--- config.mk ---
export PLATFORM = sky130hd
export DESIGN_NAME = ysyx_25050148_mem_arbiter_flat
export DESIGN_NICKNAME = d
export VERILOG_FILES = /design/src/rtl/ysyx_25050148_mem_arbiter_pkg.sv /design/src/rtl/ysyx_25050148_mem_arbiter_if.sv /design/src/rtl/ysyx_25050148_mem_arbiter.sv /design/src/flat_wrapper.sv
export SDC_FILE = /design/constraint.sdc
export NUM_CORES = 1
export LEC_CHECK = 0
export BUFFER_PORTS_ARGS = -buffer_cell sky130_fd_sc_hd__buf_2
export CAP_MARGIN = 20
export CORE_ASPECT_RATIO = 0.6
export CORE_MARGIN = 8
export CORE_UTILIZATION = 37
export DETAILED_ROUTE_END_ITERATION = 6
export GPL_TIMING_DRIVEN = 0
export PLACE_DENSITY_LB_ADDON = 0.05
export SYNTH_ARGS = -nofsm -noshare
export SYNTH_HDL_FRONTEND = slang
export SYNTH_SLANG_ARGS = --single-unit
--- constraint.sdc ---
create_clock -name clk -period 2.4 [get_ports clk]
set_clock_uncertainty 0.05 [all_clocks]
set_input_delay 0.48 -clock clk [delete_from_list [all_inputs] [get_ports clk]]
set_output_delay 0.48 -clock clk [all_outputs]
set_load 0.02 [all_outputs]
--- src/rtl/ysyx_25050148_mem_arbiter_pkg.sv ---
// ----------------------------------------------------------------------------
// ysyx_25050148_mem_arbiter_pkg
// Shared definitions for the IFU/LSU memory-port arbiter:
//   state_t      - arbiter FSM states (IDLE / REQ / WAIT)
//   ID_IFU/ID_LSU - requester identifiers used for owner and last-grant
//   IFU_FUNC3    - access type forced onto instruction fetches (word load)
//   rr_pick_lsu  - round-robin decision helper
// ----------------------------------------------------------------------------
package ysyx_25050148_mem_arbiter_pkg;

   typedef enum logic [1:0] {
      IDLE = 2'd0,
      REQ  = 2'd1,
      WAIT = 2'd2
   } state_t;

   localparam logic       ID_IFU    = 1'b0;
   localparam logic       ID_LSU    = 1'b1;
   localparam logic [2:0] IFU_FUNC3 = 3'b010;

   // A lone requester wins outright; on a tie the requester that did not
   // win last time is chosen, so neither side can be starved.
   function automatic logic rr_pick_lsu(input logic i_ifu_valid,
                                        input logic i_lsu_valid,
                                        input logic i_last_grant);
      return i_lsu_valid & (~i_ifu_valid | (i_last_grant == ID_IFU));
   endfunction

endpackage

--- src/rtl/ysyx_25050148_mem_arbiter_if.sv ---
// ----------------------------------------------------------------------------
// ysyx_25050148_mem_arbiter_if
// Bundles the three channels around the arbiter:
//   ifu_*  - instruction-fetch request / response
//   lsu_*  - load/store request / response
//   mem_*  - shared physical-memory request / response
// Modports:
//   slave  - the arbiter's view (takes requests, drives memory request)
//   master - the environment's view (requesters plus memory model)
// ----------------------------------------------------------------------------
interface ysyx_25050148_mem_arbiter_if #(
   parameter int ADDR_W = 32,
   parameter int DATA_W = 32
);
   logic              ifu_req_valid;
   logic              ifu_req_ready;
   logic [ADDR_W-1:0] ifu_addr;
   logic              ifu_resp_valid;
   logic [DATA_W-1:0] ifu_rdata;

   logic              lsu_req_valid;
   logic              lsu_req_ready;
   logic              lsu_wen;
   logic [ADDR_W-1:0] lsu_addr;
   logic [DATA_W-1:0] lsu_wdata;
   logic [3:0]        lsu_wmask;
   logic [2:0]        lsu_func3;
   logic              lsu_resp_valid;
   logic [DATA_W-1:0] lsu_rdata;

   logic              mem_req_valid;
   logic              mem_req_ready;
   logic              mem_wen;
   logic [ADDR_W-1:0] mem_addr;
   logic [DATA_W-1:0] mem_wdata;
   logic [3:0]        mem_wmask;
   logic [2:0]        mem_func3;
   logic              mem_resp_valid;
   logic [DATA_W-1:0] mem_rdata;

   modport slave (
      input  ifu_req_valid, ifu_addr,
      output ifu_req_ready, ifu_resp_valid, ifu_rdata,
      input  lsu_req_valid, lsu_wen, lsu_addr, lsu_wdata, lsu_wmask, lsu_func3,
      output lsu_req_ready, lsu_resp_valid, lsu_rdata,
      output mem_req_valid, mem_wen, mem_addr, mem_wdata, mem_wmask, mem_func3,
      input  mem_req_ready, mem_resp_valid, mem_rdata
   );

   modport master (
      output ifu_req_valid, ifu_addr,
      input  ifu_req_ready, ifu_resp_valid, ifu_rdata,
      output lsu_req_valid, lsu_wen, lsu_addr, lsu_wdata, lsu_wmask, lsu_func3,
      input  lsu_req_ready, lsu_resp_valid, lsu_rdata,
      input  mem_req_valid, mem_wen, mem_addr, mem_wdata, mem_wmask, mem_func3,
      output mem_req_ready, mem_resp_valid, mem_rdata
   );
endinterface

--- src/rtl/ysyx_25050148_mem_arbiter.sv ---
// ----------------------------------------------------------------------------
// ysyx_25050148_mem_arbiter
// Shares the single memory port between IFU and LSU. One transaction is in
// flight at a time: IDLE grants a requester (round robin on ties) and latches
// its fields, REQ presents them until memory accepts, WAIT holds until the
// response arrives, which is passed straight through to the owner.
// Ports:
//   clk  - clock, all state on the rising edge
//   rst  - asynchronous active-high reset
//   bus  - slave modport carrying the IFU, LSU and memory channels
// ----------------------------------------------------------------------------
module ysyx_25050148_mem_arbiter
   import ysyx_25050148_mem_arbiter_pkg::*;
#(
   parameter int ADDR_W = 32,
   parameter int DATA_W = 32
) (
   input  logic                          clk,
   input  logic                          rst,
   ysyx_25050148_mem_arbiter_if.slave    bus
);

   state_t            r_state;
   logic              r_owner;
   logic              r_last_grant;
   logic              r_mem_req_valid;
   logic              r_wen;
   logic [ADDR_W-1:0] r_addr;
   logic [DATA_W-1:0] r_wdata;
   logic [3:0]        r_wmask;
   logic [2:0]        r_func3;

   logic              w_pick_lsu;
   logic              w_ifu_ready;
   logic              w_lsu_ready;
   logic              w_resp_done;
   logic              w_accept;

   // Grant decision in IDLE and response detection in REQ/WAIT; a response
   // arriving together with mem_req_ready completes the transaction at once.
   always_comb begin
      w_pick_lsu  = 1'b0;
      w_ifu_ready = 1'b0;
      w_lsu_ready = 1'b0;
      w_resp_done = 1'b0;
      case (r_state)
         IDLE: begin
            w_pick_lsu  = rr_pick_lsu(bus.ifu_req_valid, bus.lsu_req_valid, r_last_grant);
            w_lsu_ready = w_pick_lsu;
            w_ifu_ready = bus.ifu_req_valid & ~w_pick_lsu;
         end
         REQ:     w_resp_done = bus.mem_req_ready & bus.mem_resp_valid;
         WAIT:    w_resp_done = bus.mem_resp_valid;
         default: w_resp_done = 1'b0;
      endcase
   end

   assign w_accept = w_ifu_ready | w_lsu_ready;

   assign bus.ifu_req_ready  = w_ifu_ready;
   assign bus.lsu_req_ready  = w_lsu_ready;
   assign bus.ifu_resp_valid = w_resp_done & (r_owner == ID_IFU);
   assign bus.lsu_resp_valid = w_resp_done & (r_owner == ID_LSU);
   assign bus.ifu_rdata      = bus.mem_rdata;
   assign bus.lsu_rdata      = bus.mem_rdata;

   assign bus.mem_req_valid  = r_mem_req_valid;
   assign bus.mem_wen        = r_wen;
   assign bus.mem_addr       = r_addr;
   assign bus.mem_wdata      = r_wdata;
   assign bus.mem_wmask      = r_wmask;
   assign bus.mem_func3      = r_func3;

   // Arbiter FSM with the latched request register and round-robin pointer.
   always_ff @(posedge clk or posedge rst) begin
      if (rst) begin
         r_state         <= IDLE;
         r_owner         <= ID_IFU;
         r_last_grant    <= ID_LSU;
         r_mem_req_valid <= 1'b0;
         r_wen           <= 1'b0;
         r_addr          <= {ADDR_W{1'b0}};
         r_wdata         <= {DATA_W{1'b0}};
         r_wmask         <= 4'b0000;
         r_func3         <= 3'b000;
      end else begin
         case (r_state)
            IDLE: begin
               if (w_accept) begin
                  r_owner         <= w_pick_lsu ? ID_LSU : ID_IFU;
                  r_last_grant    <= w_pick_lsu ? ID_LSU : ID_IFU;
                  r_mem_req_valid <= 1'b1;
                  r_state         <= REQ;
                  if (w_pick_lsu) begin
                     r_wen   <= bus.lsu_wen;
                     r_addr  <= bus.lsu_addr;
                     r_wdata <= bus.lsu_wdata;
                     r_wmask <= bus.lsu_wmask;
                     r_func3 <= bus.lsu_func3;
                  end else begin
                     // Fetches are always plain word loads.
                     r_wen   <= 1'b0;
                     r_addr  <= bus.ifu_addr;
                     r_wdata <= {DATA_W{1'b0}};
                     r_wmask <= 4'b0000;
                     r_func3 <= IFU_FUNC3;
                  end
               end
            end
            REQ: begin
               if (bus.mem_req_ready) begin
                  r_mem_req_valid <= 1'b0;
                  r_state         <= bus.mem_resp_valid ? IDLE : WAIT;
               end
            end
            WAIT: begin
               if (bus.mem_resp_valid) begin
                  r_state <= IDLE;
               end
            end
            default: begin
               r_state         <= IDLE;
               r_mem_req_valid <= 1'b0;
            end
         endcase
      end
   end

endmodule

--- src/flat_wrapper.sv ---
// flat-port wrapper written by rule: the top's interface ports become plain ports
module ysyx_25050148_mem_arbiter_flat import ysyx_25050148_mem_arbiter_pkg::*;
#(
   parameter int ADDR_W = 32,
   parameter int DATA_W = 32
)
  (clk, rst, bus_ifu_req_valid, bus_ifu_addr, bus_ifu_req_ready, bus_ifu_resp_valid, bus_ifu_rdata, bus_lsu_req_valid, bus_lsu_wen, bus_lsu_addr, bus_lsu_wdata, bus_lsu_wmask, bus_lsu_func3, bus_lsu_req_ready, bus_lsu_resp_valid, bus_lsu_rdata, bus_mem_req_valid, bus_mem_wen, bus_mem_addr, bus_mem_wdata, bus_mem_wmask, bus_mem_func3, bus_mem_req_ready, bus_mem_resp_valid, bus_mem_rdata);
  ysyx_25050148_mem_arbiter_if #(.ADDR_W(ADDR_W), .DATA_W(DATA_W)) bus_i ();
  input  logic clk;
  input  logic rst;
  input wire logic [$bits(bus_i.ifu_req_valid)-1:0] bus_ifu_req_valid;
  input wire logic [$bits(bus_i.ifu_addr)-1:0] bus_ifu_addr;
  output wire logic [$bits(bus_i.ifu_req_ready)-1:0] bus_ifu_req_ready;
  output wire logic [$bits(bus_i.ifu_resp_valid)-1:0] bus_ifu_resp_valid;
  output wire logic [$bits(bus_i.ifu_rdata)-1:0] bus_ifu_rdata;
  input wire logic [$bits(bus_i.lsu_req_valid)-1:0] bus_lsu_req_valid;
  input wire logic [$bits(bus_i.lsu_wen)-1:0] bus_lsu_wen;
  input wire logic [$bits(bus_i.lsu_addr)-1:0] bus_lsu_addr;
  input wire logic [$bits(bus_i.lsu_wdata)-1:0] bus_lsu_wdata;
  input wire logic [$bits(bus_i.lsu_wmask)-1:0] bus_lsu_wmask;
  input wire logic [$bits(bus_i.lsu_func3)-1:0] bus_lsu_func3;
  output wire logic [$bits(bus_i.lsu_req_ready)-1:0] bus_lsu_req_ready;
  output wire logic [$bits(bus_i.lsu_resp_valid)-1:0] bus_lsu_resp_valid;
  output wire logic [$bits(bus_i.lsu_rdata)-1:0] bus_lsu_rdata;
  output wire logic [$bits(bus_i.mem_req_valid)-1:0] bus_mem_req_valid;
  output wire logic [$bits(bus_i.mem_wen)-1:0] bus_mem_wen;
  output wire logic [$bits(bus_i.mem_addr)-1:0] bus_mem_addr;
  output wire logic [$bits(bus_i.mem_wdata)-1:0] bus_mem_wdata;
  output wire logic [$bits(bus_i.mem_wmask)-1:0] bus_mem_wmask;
  output wire logic [$bits(bus_i.mem_func3)-1:0] bus_mem_func3;
  input wire logic [$bits(bus_i.mem_req_ready)-1:0] bus_mem_req_ready;
  input wire logic [$bits(bus_i.mem_resp_valid)-1:0] bus_mem_resp_valid;
  input wire logic [$bits(bus_i.mem_rdata)-1:0] bus_mem_rdata;
  assign bus_i.ifu_req_valid = bus_ifu_req_valid;
  assign bus_i.ifu_addr = bus_ifu_addr;
  assign bus_ifu_req_ready = bus_i.ifu_req_ready;
  assign bus_ifu_resp_valid = bus_i.ifu_resp_valid;
  assign bus_ifu_rdata = bus_i.ifu_rdata;
  assign bus_i.lsu_req_valid = bus_lsu_req_valid;
  assign bus_i.lsu_wen = bus_lsu_wen;
  assign bus_i.lsu_addr = bus_lsu_addr;
  assign bus_i.lsu_wdata = bus_lsu_wdata;
  assign bus_i.lsu_wmask = bus_lsu_wmask;
  assign bus_i.lsu_func3 = bus_lsu_func3;
  assign bus_lsu_req_ready = bus_i.lsu_req_ready;
  assign bus_lsu_resp_valid = bus_i.lsu_resp_valid;
  assign bus_lsu_rdata = bus_i.lsu_rdata;
  assign bus_mem_req_valid = bus_i.mem_req_valid;
  assign bus_mem_wen = bus_i.mem_wen;
  assign bus_mem_addr = bus_i.mem_addr;
  assign bus_mem_wdata = bus_i.mem_wdata;
  assign bus_mem_wmask = bus_i.mem_wmask;
  assign bus_mem_func3 = bus_i.mem_func3;
  assign bus_i.mem_req_ready = bus_mem_req_ready;
  assign bus_i.mem_resp_valid = bus_mem_resp_valid;
  assign bus_i.mem_rdata = bus_mem_rdata;
  ysyx_25050148_mem_arbiter #(.ADDR_W(ADDR_W), .DATA_W(DATA_W)) u_core (.clk(clk), .rst(rst), .bus(bus_i));
endmodule
* Yosys cells after proc, flatten, opt, wreduce, memory -nomap -nowiden *
Index checks and enable logic that the tools add are counted.

word-level totals
  register bits after elaboration = 77
  output and inout bits = 141
  logic and storage cells = 47

cells by class
  equal/unequal tests = 5
  mux-type cells = 17
  bitwise gates (word level) = 12
  reduce and logical (&&, ||, !) cells = 4

operators with widths
  kind                  count
  $mux W32              2
  $mux W2               4
  $mux W1               6
  $pmux W2 S3           1
  $reduce_and A3 Y1     2
  $and A1 B1 Y1         5
  $not A1 Y1            5
  $mux W4               1
  $ne A2 B2 Y1 const B  2
  $mux W3               1
  $pmux W1 S3           1
  $eq A2 B1 Y1 const B  1
  $eq A2 B2 Y1 const B  1
  $logic_not A2 Y1      1
  $ne A2 B1 Y1 const B  1
  $or A1 B1 Y1          2
  $pmux W1 S2           1
  $reduce_and A2 Y1     1

* Logic depth before layout (Yosys ltp) *
  depth after elaboration = 9
  mapped depth = 8
  depth with buffers taken out = 5

* Least setup slack after synthesis *
OpenSTA, ideal clock, no wires.

  path type = reg-to-output
  start = register u_core.r_state[0]
  end = output port bus_lsu_req_ready
  arrival = 1.321 ns
  data required time = 1.870 ns
  setup slack = 0.549 ns
  cell stages (with the launch flop) = 8
  cells stage by stage = dfrtp_1 inv_1 ha_1 buf_2 nand2_1 a21oi_2 buf_4 buf_2

between the ends
  word-level cells in the longest chain between the ends = 2

RTL lines
  item                    line                              text
  start, declared         ysyx_25050148_mem_arbiter.sv:23   state_t r_state;
  start signal, assigned  ysyx_25050148_mem_arbiter.sv:113  r_state <= bus.mem_resp_valid ? IDLE : WAIT;
  $logic_not A2 Y1        ysyx_25050148_mem_arbiter.sv:46   case (r_state)
  $mux W1                 ysyx_25050148_mem_arbiter.sv:46
  end, declared           flat_wrapper.sv:22                output wire logic [$bits(bus_i.lsu_req_ready)-1:0] bus_lsu_req_ready;

No other way between the ends.

* Final worst setup path *
  start = register u_core.r_state[0]
  end = output port bus_ifu_req_ready

between the ends
  word-level cells in the longest chain between the ends = 2

RTL lines
  item              line                             text
  $logic_not A2 Y1  ysyx_25050148_mem_arbiter.sv:46
  $mux W1           ysyx_25050148_mem_arbiter.sv:46
  end, declared     flat_wrapper.sv:13               output wire logic [$bits(bus_i.ifu_req_ready)-1:0] bus_ifu_req_ready;

No other way between the ends.

==> out/summary.md <==
- **clock buffer count from CTS** 9
- **antenna cell count** 0
- **data arrival time of the critical path** 1.72 ns
- **part of the Yosys area used for sequential elements** 50.1%
- **initial cell density of the core** 38.6%
- **Die Height** 95.0 µm
- **Synth Area per Inst** 13.2 µm²
- **iteration-0 DRC count of the detailed router** 105
- **worst-margin pin slew** 0.595 ns
- **die area** 0.0140 mm²
- **core area** 0.00998 mm²
- **GRT Residual Overflow** 0
- **Main synth FF type** sky130_fd_sc_hd__dfrtp_1
- **number of inserted filler cells in the final layout** 896
- **clock group share of total power** 17.5%
- **status** completed
- **Pre-antenna DRT Iters** 4
- **unique cell type count in the Yosys netlist** 27
- **vias after detailed routing** 3184
- **combinational cell fraction of total power** 51.1%
- **setup repair after global routing missed its margin** no
- **critical path startpoint category** flop
- **synthesized instance count** 291
- **highest ir drop seen on vdd** 0.000727 V
- **row count** 28
- **die span in x** 148 µm
- **type of the worst min-delay path** input port to async pin
- **latest clock arrival within the worst-skew pair** 0.32 ns
- **period utilisation layout** 93.8%
- **Post-CTS Hold Fix Bufs** 0
- **number of max-cap violations** 0
- **post-route antenna net violation count** 0
- **dpl hpwl** 10.3 mm
- **clock root cell** sky130_fd_sc_hd__clkbuf_16
- **Switching Fraction** 38.9%
- **R2R cell count** 9
- **net switching power** 2810 µW
- **share of synthesized flip-flops with an asynchronous set or reset** 100%
- **Crit Path Class** flop to output pin
- **Max transition margin** 60.2%
- **relative contribution of sequential cells to total power** 31.5%
- **Fin. Hold Viols** 0
- **buffer levels on the longest clock path** 2
- **via count of the first global-routing pass** 3518
- **share of final-layout standard cells stronger than drive strength 1** 72.4%
- **number of nets in the layout** 702
- **maximum number of pins on one net before global-route repair** 30
- **clock tree from TritonCTS** built
- **most area-hungry cell type in the Yosys netlist** sky130_fd_sc_hd__dfrtp_1
- **Clock Pin Slew Worst Setup and Hold Paths** 0.06 ns
- **Port Buf Inserts** 250
- **critical path cell sequence** inv_1 > ha_1 > buf_2 > nand2_4 > buf_6 > a21oi_2 > buf_4
- **CP max-delay cell** sky130_fd_sc_hd__dfrtp_1
- **first-pass GRT wire length** 18.9 mm
- **total power of the final layout** 7220 µW
- **Crit path required time** 1.87 ns
- **detailed-route DRC error count** 0
- **count leader, synth** sky130_fd_sc_hd__dfrtp_1
- **total standard cell area after synthesis** 0.00385 mm²
- **most frequent cells after synthesis** sky130_fd_sc_hd__dfrtp_1 (76), sky130_fd_sc_hd__buf_4 (66), sky130_fd_sc_hd__a22o_1 (39), sky130_fd_sc_hd__mux2_2 (37), sky130_fd_sc_hd__mux2_4 (20)
- **Pleak** 0.00312 µW
- **IO Pins** 283
- **count of H-tree levels built during CTS** 3
- **upper clock frequency limit** 444 MHz
- **synthesized flop and latch total** 77
- **GRT Overall Usage** 17.1%
- **fraction of synthesized cell area taken by the top area cell type** 49.4%
- **Worst setup EP type** output pin
- **clk sinks** 77
- **Yosys warning count** 0
- **sum of routed wire length over all layers** 12.5 mm
- **number of slew-limit violations in the final report** 0
- **P_int** 4410 µW
- **signed area change from the synthesized netlist to the final layout** 46.2%
- **synthesized netlist net count** 436
- **Pwr per Cell Area** 1280 mW/mm²
- **Synth area leaders** sky130_fd_sc_hd__dfrtp_1 (49%), sky130_fd_sc_hd__buf_4 (13%), sky130_fd_sc_hd__mux2_2 (11%)
- **drt via density** 4.57
- **number of antenna violations at the first check in global routing** 1
- **Critical Path Fanout Max** 10
- **placer's final routability congestion estimate** 0.798
- **time the worst path needs with I/O delays and setup** 2.25 ns
- **crit-path max cell delay** 0.38 ns
- **number of enable-type register cells in the synthesized netlist** 0
- **total negative setup slack** 0 ns
- **Final setup viols** 0
- **WL per Instance** 17.9 µm
-- critical path, delay by kind of cell (launching register included) --
kind | cells | cell delay (ns)
AO/OA/AOI/OAI | 1 | 0.12
adder cells (fa/ha/maj) | 1 | 0.15
buffers and inverters | 4 | 0.63
flip-flops | 1 | 0.38
AND/OR/NAND/NOR | 1 | 0.12
-- placed cells by master (no fill, tap or decap), types with 2 or more instances in the layout --
cell / instances
sky130_fd_sc_hd__nor3_1: 3
sky130_fd_sc_hd__mux2_2: 37
sky130_fd_sc_hd__mux2_4: 20
sky130_fd_sc_hd__clkinvlp_4: 3
sky130_fd_sc_hd__dfrtp_1: 76
sky130_fd_sc_hd__buf_6: 4
sky130_fd_sc_hd__buf_2: 255
sky130_fd_sc_hd__nand2_1: 2
sky130_fd_sc_hd__a22o_1: 39
sky130_fd_sc_hd__clkbuf_8: 2
sky130_fd_sc_hd__clkbuf_16: 9
sky130_fd_sc_hd__inv_1: 4
sky130_fd_sc_hd__buf_12: 2
sky130_fd_sc_hd__mux2_1: 7
sky130_fd_sc_hd__nor2b_1: 3
sky130_fd_sc_hd__a21oi_2: 2
sky130_fd_sc_hd__buf_4: 70
sky130_fd_sc_hd__a21oi_1: 2
sky130_fd_sc_hd__a21o_1: 2
sky130_fd_sc_hd__clkbuf_1: 6
sky130_fd_sc_hd__ha_1: 3
-- logic make-up (layout without fill, tap and decap cells) --
family / count (synthesis) / count (layout) / synth area share, %
AO/OA/AOI/OAI: 49 / 49 / 10.7
flip-flops: 77 / 77 / 50.1
multiplexers: 65 / 65 / 20.9
adder cells (fa/ha/maj): 3 / 3 / 0.975
buffers and inverters: 85 / 356 / 15.5
AND/OR/NAND/NOR: 12 / 12 / 1.82
-- layout make-up --
cell class,count,area (µm²),share of cell area (%)
clock buffer,13,260,4.62
clock inverter,3,20.0,0.356
tap,135,169,3.00
timing repair buffer,256,1320,23.5
inverter,5,22.5,0.400
sequential,77,1930,34.2
multi-input combinational,129,1330,23.6
buffer,79,578,10.3
-- metal layers --
layer	global-route usage (%)	vias to the layer above	share of wire [%]
li1	-	1495	-
met4	3.80	2	0.79
met3	7.85	12	11
met1	19.6	1514	39
met2	29.1	161	49
met5	0	-	0.064
-- sequential cells by signal, summed over array words and instances (netlist names) --
| register | count |
|---|---|
| u_core.bus.mem_wdata | 32 |
| u_core.bus.mem_req_valid | 1 |
| u_core.r_last_grant | 1 |
| u_core.r_state | 2 |
| u_core.bus.mem_wen | 1 |
| u_core.r_owner | 1 |
| u_core.bus.mem_func3 | 3 |
| u_core.bus.mem_wmask | 4 |
| u_core.bus.mem_addr | 32 |
-- what timing repair did --
action	CTS	global route
buffers inserted	0	4
endpoints found under the setup margin	1	2
resized for setup	1	2
-- power by group through the flow --
| stage | combinational (µW) | clock (µW) | sequential, µW |
|---|---|---|---|
| 4_1_cts | 3710 | 1300 | 2270 |
| 6_report | 3690 | 1260 | 2270 |
| 2_1_floorplan | 1800 | 0 | 2990 |
| 3_5_place_dp | 3710 | 0 | 2270 |
| 3_3_place_gp | 3650 | 0 | 2270 |
| 5_1_grt | 3960 | 1360 | 2360 |
-- path summary, 6_finish.rpt --
path,start,slack [ns],end
hold reg to reg,u_core.bus.mem_req_valid,0.44,u_core.bus.mem_req_valid
max in group asynchronous,rst,1.61,u_core.bus.mem_wdata[4]
setup reg to reg,u_core.r_state[0],0.34,u_core.bus.mem_addr[5]
min in group clk,bus_lsu_wmask[3],0.32,u_core.bus.mem_wmask[3]
hold / removal,rst,0.17,u_core.bus.mem_addr[26]
setup / recovery,u_core.r_state[0],0.15,bus_ifu_req_ready
-- through the flow --
stage | setup slack (ns) | hold slack, ns | cell area, µm² | instances | util, %
finish | 0.148 | 0.166 | 5630 | 697 | 56.4
global route | 0.0327 | 0.205 | 5630 | 697 | 56.4
CTS | 0.0253 | 0.175 | 5590 | 693 | 56.0
detailed placement | 0.157 | 0.427 | 5320 | 678 | 53.2
global placement | 0.168 | 0.428 | 5280 | 676 | 52.8
floorplan | 0.549 | 0.415 | 3850 | 291 | -
No activity file was read; power rests on OpenSTA's default activity.
